==> src/rtl/draw_ball_if.sv <==
// rtl/draw_ball_if.sv - video stream, ball position and sprite ROM bundle for draw_ball
interface draw_ball_if;
  logic [10:0] hcount_in;
  logic [10:0] vcount_in;
  logic        hsync_in;
  logic        vsync_in;
  logic        hblnk_in;
  logic        vblnk_in;
  logic [11:0] rgb_in;
  logic [11:0] xpos;
  logic [11:0] ypos;
  logic [11:0] rom_rgb;
  logic [7:0]  rom_addr;
  logic [10:0] hcount_out;
  logic [10:0] vcount_out;
  logic        hsync_out;
  logic        vsync_out;
  logic        hblnk_out;
  logic        vblnk_out;
  logic [11:0] rgb_out;

  // Upstream draw stage, position source and ROM side
  modport master (
    output hcount_in, vcount_in, hsync_in, vsync_in, hblnk_in, vblnk_in,
    output rgb_in, xpos, ypos, rom_rgb,
    input  rom_addr, hcount_out, vcount_out, hsync_out, vsync_out,
    input  hblnk_out, vblnk_out, rgb_out
  );

  // Ball overlay stage
  modport slave (
    input  hcount_in, vcount_in, hsync_in, vsync_in, hblnk_in, vblnk_in,
    input  rgb_in, xpos, ypos, rom_rgb,
    output rom_addr, hcount_out, vcount_out, hsync_out, vsync_out,
    output hblnk_out, vblnk_out, rgb_out
  );
endinterface

==> src/rtl/draw_ball.sv <==
// rtl/draw_ball.sv - overlays the 16x16 ball sprite onto the VGA pixel stream
module draw_ball #(
  parameter int          BALL_SIZE    = 16,
  parameter logic [11:0] TRANSP_COLOR = 12'h000,
  parameter bit          TRANSP_EN    = 1'b1
) (
  input  logic        clk,
  input  logic        rst_n,
  draw_ball_if.slave  vid
);

  localparam logic [12:0] SIZE13 = 13'(BALL_SIZE);

  // Position latched once per frame so the ball never tears mid-frame
  logic        vblnk_prev;
  logic [11:0] x_lat;
  logic [11:0] y_lat;

  // Stage 1 and stage 2 delay line
  logic [10:0] s1_hcount, s2_hcount;
  logic [10:0] s1_vcount, s2_vcount;
  logic        s1_hsync, s2_hsync;
  logic        s1_vsync, s2_vsync;
  logic        s1_hblnk, s2_hblnk;
  logic        s1_vblnk, s2_vblnk;
  logic [11:0] s1_rgb, s2_rgb;
  logic        s1_in_box, s2_in_box;

  // Box test is done at 13 bits so x_lat+16 cannot wrap near the 12-bit limit
  logic [12:0] h13, v13, x13, y13;
  logic        in_box;
  logic [3:0]  dx4, dy4;
  logic        transparent;
  logic        vblnk_rise;

  assign h13 = {2'b00, vid.hcount_in};
  assign v13 = {2'b00, vid.vcount_in};
  assign x13 = {1'b0, x_lat};
  assign y13 = {1'b0, y_lat};

  assign in_box = (h13 >= x13) && (h13 < x13 + SIZE13) &&
                  (v13 >= y13) && (v13 < y13 + SIZE13);

  // Only the low nibble of the offset addresses the ROM; it equals the low
  // nibble of the full-width difference
  assign dx4 = vid.hcount_in[3:0] - x_lat[3:0];
  assign dy4 = vid.vcount_in[3:0] - y_lat[3:0];

  assign transparent = TRANSP_EN && (vid.rom_rgb == TRANSP_COLOR);
  assign vblnk_rise  = vid.vblnk_in && !vblnk_prev;

  // Latch ball position on the vblank rising edge
  always_ff @(posedge clk or negedge rst_n) begin
    if (!rst_n) begin
      vblnk_prev <= 1'b0;
      x_lat      <= '0;
      y_lat      <= '0;
    end else begin
      vblnk_prev <= vid.vblnk_in;
      if (vblnk_rise) begin
        x_lat <= vid.xpos;
        y_lat <= vid.ypos;
      end
    end
  end

  // Stage 1: ROM address generation and first delay slot
  always_ff @(posedge clk or negedge rst_n) begin
    if (!rst_n) begin
      vid.rom_addr <= '0;
      s1_hcount    <= '0;
      s1_vcount    <= '0;
      s1_hsync     <= 1'b0;
      s1_vsync     <= 1'b0;
      s1_hblnk     <= 1'b0;
      s1_vblnk     <= 1'b0;
      s1_rgb       <= '0;
      s1_in_box    <= 1'b0;
    end else begin
      vid.rom_addr <= {dy4, dx4};
      s1_hcount    <= vid.hcount_in;
      s1_vcount    <= vid.vcount_in;
      s1_hsync     <= vid.hsync_in;
      s1_vsync     <= vid.vsync_in;
      s1_hblnk     <= vid.hblnk_in;
      s1_vblnk     <= vid.vblnk_in;
      s1_rgb       <= vid.rgb_in;
      s1_in_box    <= in_box;
    end
  end

  // Stage 2: pure delay while the ROM registers its colour
  always_ff @(posedge clk or negedge rst_n) begin
    if (!rst_n) begin
      s2_hcount <= '0;
      s2_vcount <= '0;
      s2_hsync  <= 1'b0;
      s2_vsync  <= 1'b0;
      s2_hblnk  <= 1'b0;
      s2_vblnk  <= 1'b0;
      s2_rgb    <= '0;
      s2_in_box <= 1'b0;
    end else begin
      s2_hcount <= s1_hcount;
      s2_vcount <= s1_vcount;
      s2_hsync  <= s1_hsync;
      s2_vsync  <= s1_vsync;
      s2_hblnk  <= s1_hblnk;
      s2_vblnk  <= s1_vblnk;
      s2_rgb    <= s1_rgb;
      s2_in_box <= s1_in_box;
    end
  end

  // Stage 3: composite sprite over background, black during blanking
  always_ff @(posedge clk or negedge rst_n) begin
    if (!rst_n) begin
      vid.hcount_out <= '0;
      vid.vcount_out <= '0;
      vid.hsync_out  <= 1'b0;
      vid.vsync_out  <= 1'b0;
      vid.hblnk_out  <= 1'b0;
      vid.vblnk_out  <= 1'b0;
      vid.rgb_out    <= '0;
    end else begin
      vid.hcount_out <= s2_hcount;
      vid.vcount_out <= s2_vcount;
      vid.hsync_out  <= s2_hsync;
      vid.vsync_out  <= s2_vsync;
      vid.hblnk_out  <= s2_hblnk;
      vid.vblnk_out  <= s2_vblnk;
      if (s2_hblnk || s2_vblnk)
        vid.rgb_out <= 12'h000;
      else if (s2_in_box && !transparent)
        vid.rgb_out <= vid.rom_rgb;
      else
        vid.rgb_out <= s2_rgb;
    end
  end

endmodule
==> src/flat_wrapper.sv <==
// flat-port wrapper written by rule: the top's interface ports become plain ports
module draw_ball_flat 
#(
  parameter int          BALL_SIZE    = 16,
  parameter logic [11:0] TRANSP_COLOR = 12'h000,
  parameter bit          TRANSP_EN    = 1'b1
)
  (clk, rst_n, vid_hcount_in, vid_vcount_in, vid_hsync_in, vid_vsync_in, vid_hblnk_in, vid_vblnk_in, vid_rgb_in, vid_xpos, vid_ypos, vid_rom_rgb, vid_rom_addr, vid_hcount_out, vid_vcount_out, vid_hsync_out, vid_vsync_out, vid_hblnk_out, vid_vblnk_out, vid_rgb_out);
  draw_ball_if vid_i ();
  input  logic clk;
  input  logic rst_n;
  input wire logic [$bits(vid_i.hcount_in)-1:0] vid_hcount_in;
  input wire logic [$bits(vid_i.vcount_in)-1:0] vid_vcount_in;
  input wire logic [$bits(vid_i.hsync_in)-1:0] vid_hsync_in;
  input wire logic [$bits(vid_i.vsync_in)-1:0] vid_vsync_in;
  input wire logic [$bits(vid_i.hblnk_in)-1:0] vid_hblnk_in;
  input wire logic [$bits(vid_i.vblnk_in)-1:0] vid_vblnk_in;
  input wire logic [$bits(vid_i.rgb_in)-1:0] vid_rgb_in;
  input wire logic [$bits(vid_i.xpos)-1:0] vid_xpos;
  input wire logic [$bits(vid_i.ypos)-1:0] vid_ypos;
  input wire logic [$bits(vid_i.rom_rgb)-1:0] vid_rom_rgb;
  output wire logic [$bits(vid_i.rom_addr)-1:0] vid_rom_addr;
  output wire logic [$bits(vid_i.hcount_out)-1:0] vid_hcount_out;
  output wire logic [$bits(vid_i.vcount_out)-1:0] vid_vcount_out;
  output wire logic [$bits(vid_i.hsync_out)-1:0] vid_hsync_out;
  output wire logic [$bits(vid_i.vsync_out)-1:0] vid_vsync_out;
  output wire logic [$bits(vid_i.hblnk_out)-1:0] vid_hblnk_out;
  output wire logic [$bits(vid_i.vblnk_out)-1:0] vid_vblnk_out;
  output wire logic [$bits(vid_i.rgb_out)-1:0] vid_rgb_out;
  assign vid_i.hcount_in = vid_hcount_in;
  assign vid_i.vcount_in = vid_vcount_in;
  assign vid_i.hsync_in = vid_hsync_in;
  assign vid_i.vsync_in = vid_vsync_in;
  assign vid_i.hblnk_in = vid_hblnk_in;
  assign vid_i.vblnk_in = vid_vblnk_in;
  assign vid_i.rgb_in = vid_rgb_in;
  assign vid_i.xpos = vid_xpos;
  assign vid_i.ypos = vid_ypos;
  assign vid_i.rom_rgb = vid_rom_rgb;
  assign vid_rom_addr = vid_i.rom_addr;
  assign vid_hcount_out = vid_i.hcount_out;
  assign vid_vcount_out = vid_i.vcount_out;
  assign vid_hsync_out = vid_i.hsync_out;
  assign vid_vsync_out = vid_i.vsync_out;
  assign vid_hblnk_out = vid_i.hblnk_out;
  assign vid_vblnk_out = vid_i.vblnk_out;
  assign vid_rgb_out = vid_i.rgb_out;
  draw_ball #(.BALL_SIZE(BALL_SIZE), .TRANSP_COLOR(TRANSP_COLOR), .TRANSP_EN(TRANSP_EN)) u_core (.clk(clk), .rst_n(rst_n), .vid(vid_i));
endmodule
==> config.mk <==
export PLATFORM = sky130hd
export DESIGN_NAME = draw_ball_flat
export DESIGN_NICKNAME = d
export VERILOG_FILES = /design/src/rtl/draw_ball_if.sv /design/src/rtl/draw_ball.sv /design/src/flat_wrapper.sv
export SDC_FILE = /design/constraint.sdc
export NUM_CORES = 1
export LEC_CHECK = 0
export CAP_MARGIN = 20
export CORE_MARGIN = 1
export CORE_UTILIZATION = 35
export CTS_BUF_LIST = sky130_fd_sc_hd__clkbuf_8
export CTS_CLUSTER_SIZE = 20
export DETAILED_ROUTE_END_ITERATION = 10
export HOLD_SLACK_MARGIN = 0.12
export PLACE_DENSITY = 0.7
export SETUP_SLACK_MARGIN = 0.02
export SLEW_MARGIN = 20
export SYNTH_ARGS = -nofsm -noshare
export SYNTH_HDL_FRONTEND = slang
export SYNTH_SLANG_ARGS = --single-unit
==> constraint.sdc <==
create_clock -name clk -period 2.97 [get_ports clk]
set_clock_uncertainty 0.05 [all_clocks]
set_input_delay 0.4455 -clock clk [delete_from_list [all_inputs] [get_ports clk]]
set_output_delay 0.4455 -clock clk [all_outputs]
set_load 0.005 [all_outputs]
# After elaboration in Yosys (flattened, before gate mapping)
# Index checks and enable logic that the tools add are counted.
# totals
register_bits	148
latchBits	0
ram_bits	0
mem_bits_ro	0
inputBits	76
output_inout_bits	46
elab_cells	45
memories	0
# classes
add_sub_neg	4
n_mul	0
div	0
order_cmp	4
n_eq_ne	0
shifts	0
n_mux	2
bitwise	0
reduce_logical	9
# ops
operator	n
12-bit by 5-bit adder with 13-bit output (second input constant)	2
11-bit by 13-bit less-than comparator with 1-bit output	2
11-bit by 12-bit greater-or-equal comparator with 1-bit output	2
12-bit 2-to-1 mux	2
12-bit logical NOT	1
4-bit subtractor	2
1-bit logical AND	5
1-bit logical NOT	2
1-bit logical OR	1

# Longest topological paths before layout
# logic_depth
ltp_word	5
ltp_mapped	10
ltp_nobuf	10

# Worst setup path before layout
# OpenSTA, ideal clock, no wires.
# synth_timing
path_type	reg-to-reg
startpoint	reg u_core.y_lat[4]
endpoint	reg u_core.s1_in_box
setup_ns	0.096
arrival_ns	1.922
t_required_ns	2.824
slack_ns	0.902
path_stages_with_launch	9
n_path_buf	0
period_less_slack_ns	2.068
path_cell_list	dfrtp_1 -> ha_1 -> nand3_1 -> xnor2_1 -> ha_1 -> a21boi_1 -> a2111oi_0 -> a221oi_1 -> nor4_2
# synth_via
elab_chain_cells	3
elab_cells_between_ends	5
classes_between	add/sub (1); order compare (2); reduce/logical (2)
# synth_rtl
element	line_no	rtl
start: declaration	draw_ball.sv:17	logic [11:0] y_lat;
start signal: assignment	draw_ball.sv:62	y_lat <= vid.ypos;
12-bit by 5-bit adder with 13-bit output / 11-bit by 12-bit greater-or-equal comparator with 1-bit output (equally long branches)	draw_ball.sv:42	(v13 >= y13) && (v13 < y13 + SIZE13);
11-bit by 13-bit less-than comparator with 1-bit output / 1-bit logical AND (equally long branches)	draw_ball.sv:42, draw_ball.sv:41	
1-bit logical AND (*)	draw_ball.sv:42	
via u_core.in_box	draw_ball.sv:31	logic in_box;
end signal: assignment	draw_ball.sv:88	s1_in_box <= in_box;
end: declaration	draw_ball.sv:27	logic s1_in_box, s2_in_box;
# Mark *: on every way through the listed nets, which the timed path passes. The rest lies on a longest branch.
# A chain may end at the register's enable or synchronous reset.

# Final worst setup path
# Same ends and word-level chain as after synthesis.

==> impl_metrics.ini <==
[yosys]
net_count_of_the_mapped_netlist = 521
synthDominantCellAreaShare = 0.6897
post_synth_edffs = 0
synth_seq_cells = 148
synth_top_cells_by_area = dfrtp_1 69%, ha_1 8.9%, nand2_1 3.4%, o21ai_0 2.6%, a21oi_1 2.1%
syn-cell-area_um2 = 5370
synth_area_leader_cell = dfrtp_1
share_of_async_settable_or_async_resettable_flops_after_synthesis = 1.000
share_of_synthesized_area_occupied_by_flip_flops_and_latches = 0.6897
synth_cells = 405
most_used_dff_post_synth = dfrtp_1
ys_warn_count = 0
synth_cell_type_count = 41
syn_avg_cell_area_um2 = 13.26

[setup_path]
worst-endpoint-required_ns = 3.28
crit-reg2reg-launch = u_core.y_lat[4]
slowest_stage = dfrtp_1
reg2reg_setup_slack_ns = 0.62
timing.critical_path.max_delay_family = compound AO/OA/AOI/OAI gates
crit_path_most_repeated_cell = ha_1
worst_setup_path_end_kind = flip-flop
crit_fanout = 6
ff2ff_path_depth = 8
worst_setup_path_start_kind = flip-flop
worstPathCellList = ha_1 -> nand3_1 -> xnor2_1 -> ha_1 -> a21boi_1 -> a2111oi_0 -> a221oi_1 -> nor4_2
worst_path_buffer_plus_inverter_count = 0
regToRegEndpoint = u_core.s1_in_box
timing.critical_path.arrival_ns = 2.66
criticalPathCategory = reg2reg
max_stage_delay_ns = 0.44

[sta]
grt_setup_unrepaired = no
crit_share_post_route = 0.7913
post-route-worst-setup-slack_ns = 0.6198
final.setup.tns_ns = 0
relSlewSlack = 0.5882
finalSetupViolCount = 0
tightest_slew_ns = 0.6177
final-max-slew-violation-count = 0
fmaxAchievable_mhz = 425.5
final_hold_viol_count = 0
min_period_ns = 2.350

[power_and_ir_drop]
p_sw_frac = 0.2454
power.density_cell_area_nw_per_um2 = 623.4
comb_power_share = 0.146
power_leakage_uw = 0.003260
power_frac_clock = 0.360
vdd_drop_max_mv = 0.2279
fraction_of_power_consumed_by_sequential_logic = 0.494
p_sw_uw = 1112
p_int_uw = 3420

[floorplan]
die_width_um = 125.9
initial_utilization = 0.3640
std_cell_rows = 44
core-area_um2 = 14750
boundaryPins = 122
die_h_um = 125.9
die_footprint_um2 = 15840

[clocking]
numClockSinks = 148
cts_resizes = 0
clock_latency_ns = 0.44
tritoncts.num_buffers = 17
clock_tree_from_tritoncts = yes
ctsLongestPathBuffers = 2
worst_setup_hold_path_clk_slew_ns = 0.08
h-tree-depth = 4
clk_root_buffer_cell = clkbuf_8

[placement]
dp_wirelength_um = 7671
place.port_buffers = 121
dp_slack_ns = 0.4647
finalWeightedCongestion = 0.7755

[final_layout]
syn_to_final_growth_pct = 35.37
final.fill_count = 1308
post_route_cells_drive_above_1_share = 0.08108
area.sequential_um2 = 3704
nNetsFinal = 658
num_antenna_cells = 0
multi_input_comb_area_um2 = 1530

[routing]
vias = 3423
vias_per_cell = 4.632
drt_first_iter_violations = 110
route.detailed.wl_per_inst_um = 14.20
ant_nets = 0
post_detailed_routing_wire_length_um = 10500
drcViolationCount = 0
drt-pass1-iter-count = 4

[worst_hold_path]
hold_path.startpoint = u_core.s1_hcount[5]
hold-path-endpoint = u_core.s2_hcount[5]
min_path_cells = 0
hold_path.class = reg2reg

[grt]
antenna_found_initial = 0
track_usage = 0.1467
grt_pass1_wl_um = 17550
grt_max_degree = 69
grt_pass1_vias = 3616
grt_overflow_total = 0

[status]
result_of_the_run = complete, no violations

[flow_run]
drv.max_cap_violation_count = 0
==> layout make-up <==
type / count / area share
timing repair buffer: 126 / 0.1740
inverter: 30 / 0.01549
clock buffer: 20 / 0.03787
clock inverter: 12 / 0.02100
sequential: 148 / 0.5095
tap: 184 / 0.03167
multi-input combinational: 219 / 0.2105
==> cell usage after synthesis (2+ instances only) <==
master / number
dfrtp_1: 148
nand2_1: 48
ha_1: 38
inv_1: 29
o21ai_0: 28
a21oi_1: 23
xnor2_1: 10
nand3_1: 9
clkbuf_1: 7
nor2_1: 7
and3_1: 4
mux2_2: 4
nand4_1: 4
nor2b_1: 4
a21o_1: 3
nand2b_1: 3
nor3_1: 3
nor4_1: 3
a211oi_1: 2
a31oi_1: 2
fa_1: 2
mux2i_1: 2
o21a_1: 2
o31ai_1: 2
xor2_1: 2
==> power groups by stage <==
stage | Clock [uW] | Combinational, uW | Sequential, uW
2_1_floorplan | 0 | 308 | 2260
3_3_place_gp | 0 | 649 | 2270
3_5_place_dp | 0 | 670 | 2280
4_1_cts | 1700 | 676 | 2240
5_1_grt | 1770 | 747 | 2250
6_report | 1630 | 663 | 2240
==> logic make-up after synthesis <==
family | synth area share
buffers and inverters | 0.02679
adders and majority gates | 0.09599
and+or+nand+nor | 0.07922
muxes | 0.01421
AOI/OAI and AO/OA | 0.07455
DFF | 0.6897
xor gates and xnor gates | 0.01957
==> sequential cells by signal (all words and copies together), names as in the netlist, 8 cells and up <==
name and count:
u_core.s2_rgb 12, u_core.s2_hcount 11, u_core.y_lat 12, u_core.vid.vcount_out 11
u_core.vid.hcount_out 11, u_core.s1_rgb 12, u_core.s1_vcount 11, u_core.vid.rom_addr 8
u_core.vid.rgb_out 12, u_core.s1_hcount 11, u_core.x_lat 12, u_core.s2_vcount 11
==> timing repair <==
action / CTS / global route
endpoints found under the setup margin: 0 / 0
hold buffers: 1 / 0
hold endpoints to repair: 66 / 0
setup buffers: 0 / 0
==> layer usage <==
metal,track usage,vias to the layer above,part of all wire
met2,0.2343,102,0.48
met1,0.1784,1661,0.44
li1,-,1643,-
met5,0,-,0
met3,0.04885,17,0.060
met4,0.07371,0,0.024
==> per-stage QoR <==
step,util,std cells,hold slack (ns),cell area (um^2),total power (uW)
2_1_floorplan,-,405,0.09991,5370,2572
3_3_place_gp,0.4630,706,0.2822,6832,2923
3_5_place_dp,0.4630,706,0.2847,6832,2945
4_1_cts,0.4927,739,0.2960,7269,4612
5_1_grt,0.4927,739,0.2953,7269,4776
6_report,0.4927,739,0.2916,7269,4531
==> how the worst max path moves through the flow <==
stage | startpoint | to | slack, ns | cells after the start
final | u_core.y_lat[4] | u_core.s1_in_box | 0.62 | 8
after global routing | u_core.y_lat[4] | u_core.s1_in_box | 0.41 | 8
after CTS | u_core.y_lat[4] | u_core.s1_in_box | 0.56 | 8
after detailed placement | vid_vcount_in[7] | u_core.s1_in_box | 0.46 | 7
after global placement | vid_hcount_in[1] | u_core.s1_in_box | 0.53 | 7
after floorplan | u_core.y_lat[4] | u_core.s1_in_box | 0.90 | 8
==> cell usage in the layout, fill, tap and decap left out, types with 2 or more instances in the layout <==
cell | synthesis | final
nor2b_1 | 4 | 3
o21ai_0 | 28 | 28
a21o_1 | 3 | 3
xor2_1 | 2 | 2
clkinvlp_4 | 0 | 2
fa_1 | 2 | 2
ha_1 | 38 | 38
mux2i_1 | 2 | 2
inv_6 | 0 | 2
nor3_1 | 3 | 3
inv_1 | 29 | 31
clkinv_4 | 0 | 2
nand2b_1 | 3 | 3
o31ai_1 | 2 | 2
a21oi_1 | 23 | 23
a31oi_1 | 2 | 2
a211oi_1 | 2 | 2
clkdlybuf4s50_1 | 0 | 120
nor2_1 | 7 | 7
nor4_1 | 3 | 3
nand2_1 | 48 | 48
nand3_1 | 9 | 9
clkbuf_8 | 0 | 20
nand4_1 | 4 | 4
buf_4 | 0 | 3
o21a_1 | 2 | 2
mux2_2 | 4 | 4
and3_1 | 4 | 4
bufinv_16 | 0 | 3
xnor2_1 | 10 | 10
dfrtp_1 | 148 | 148
Note: power is estimated with default switching activity, not from simulation.
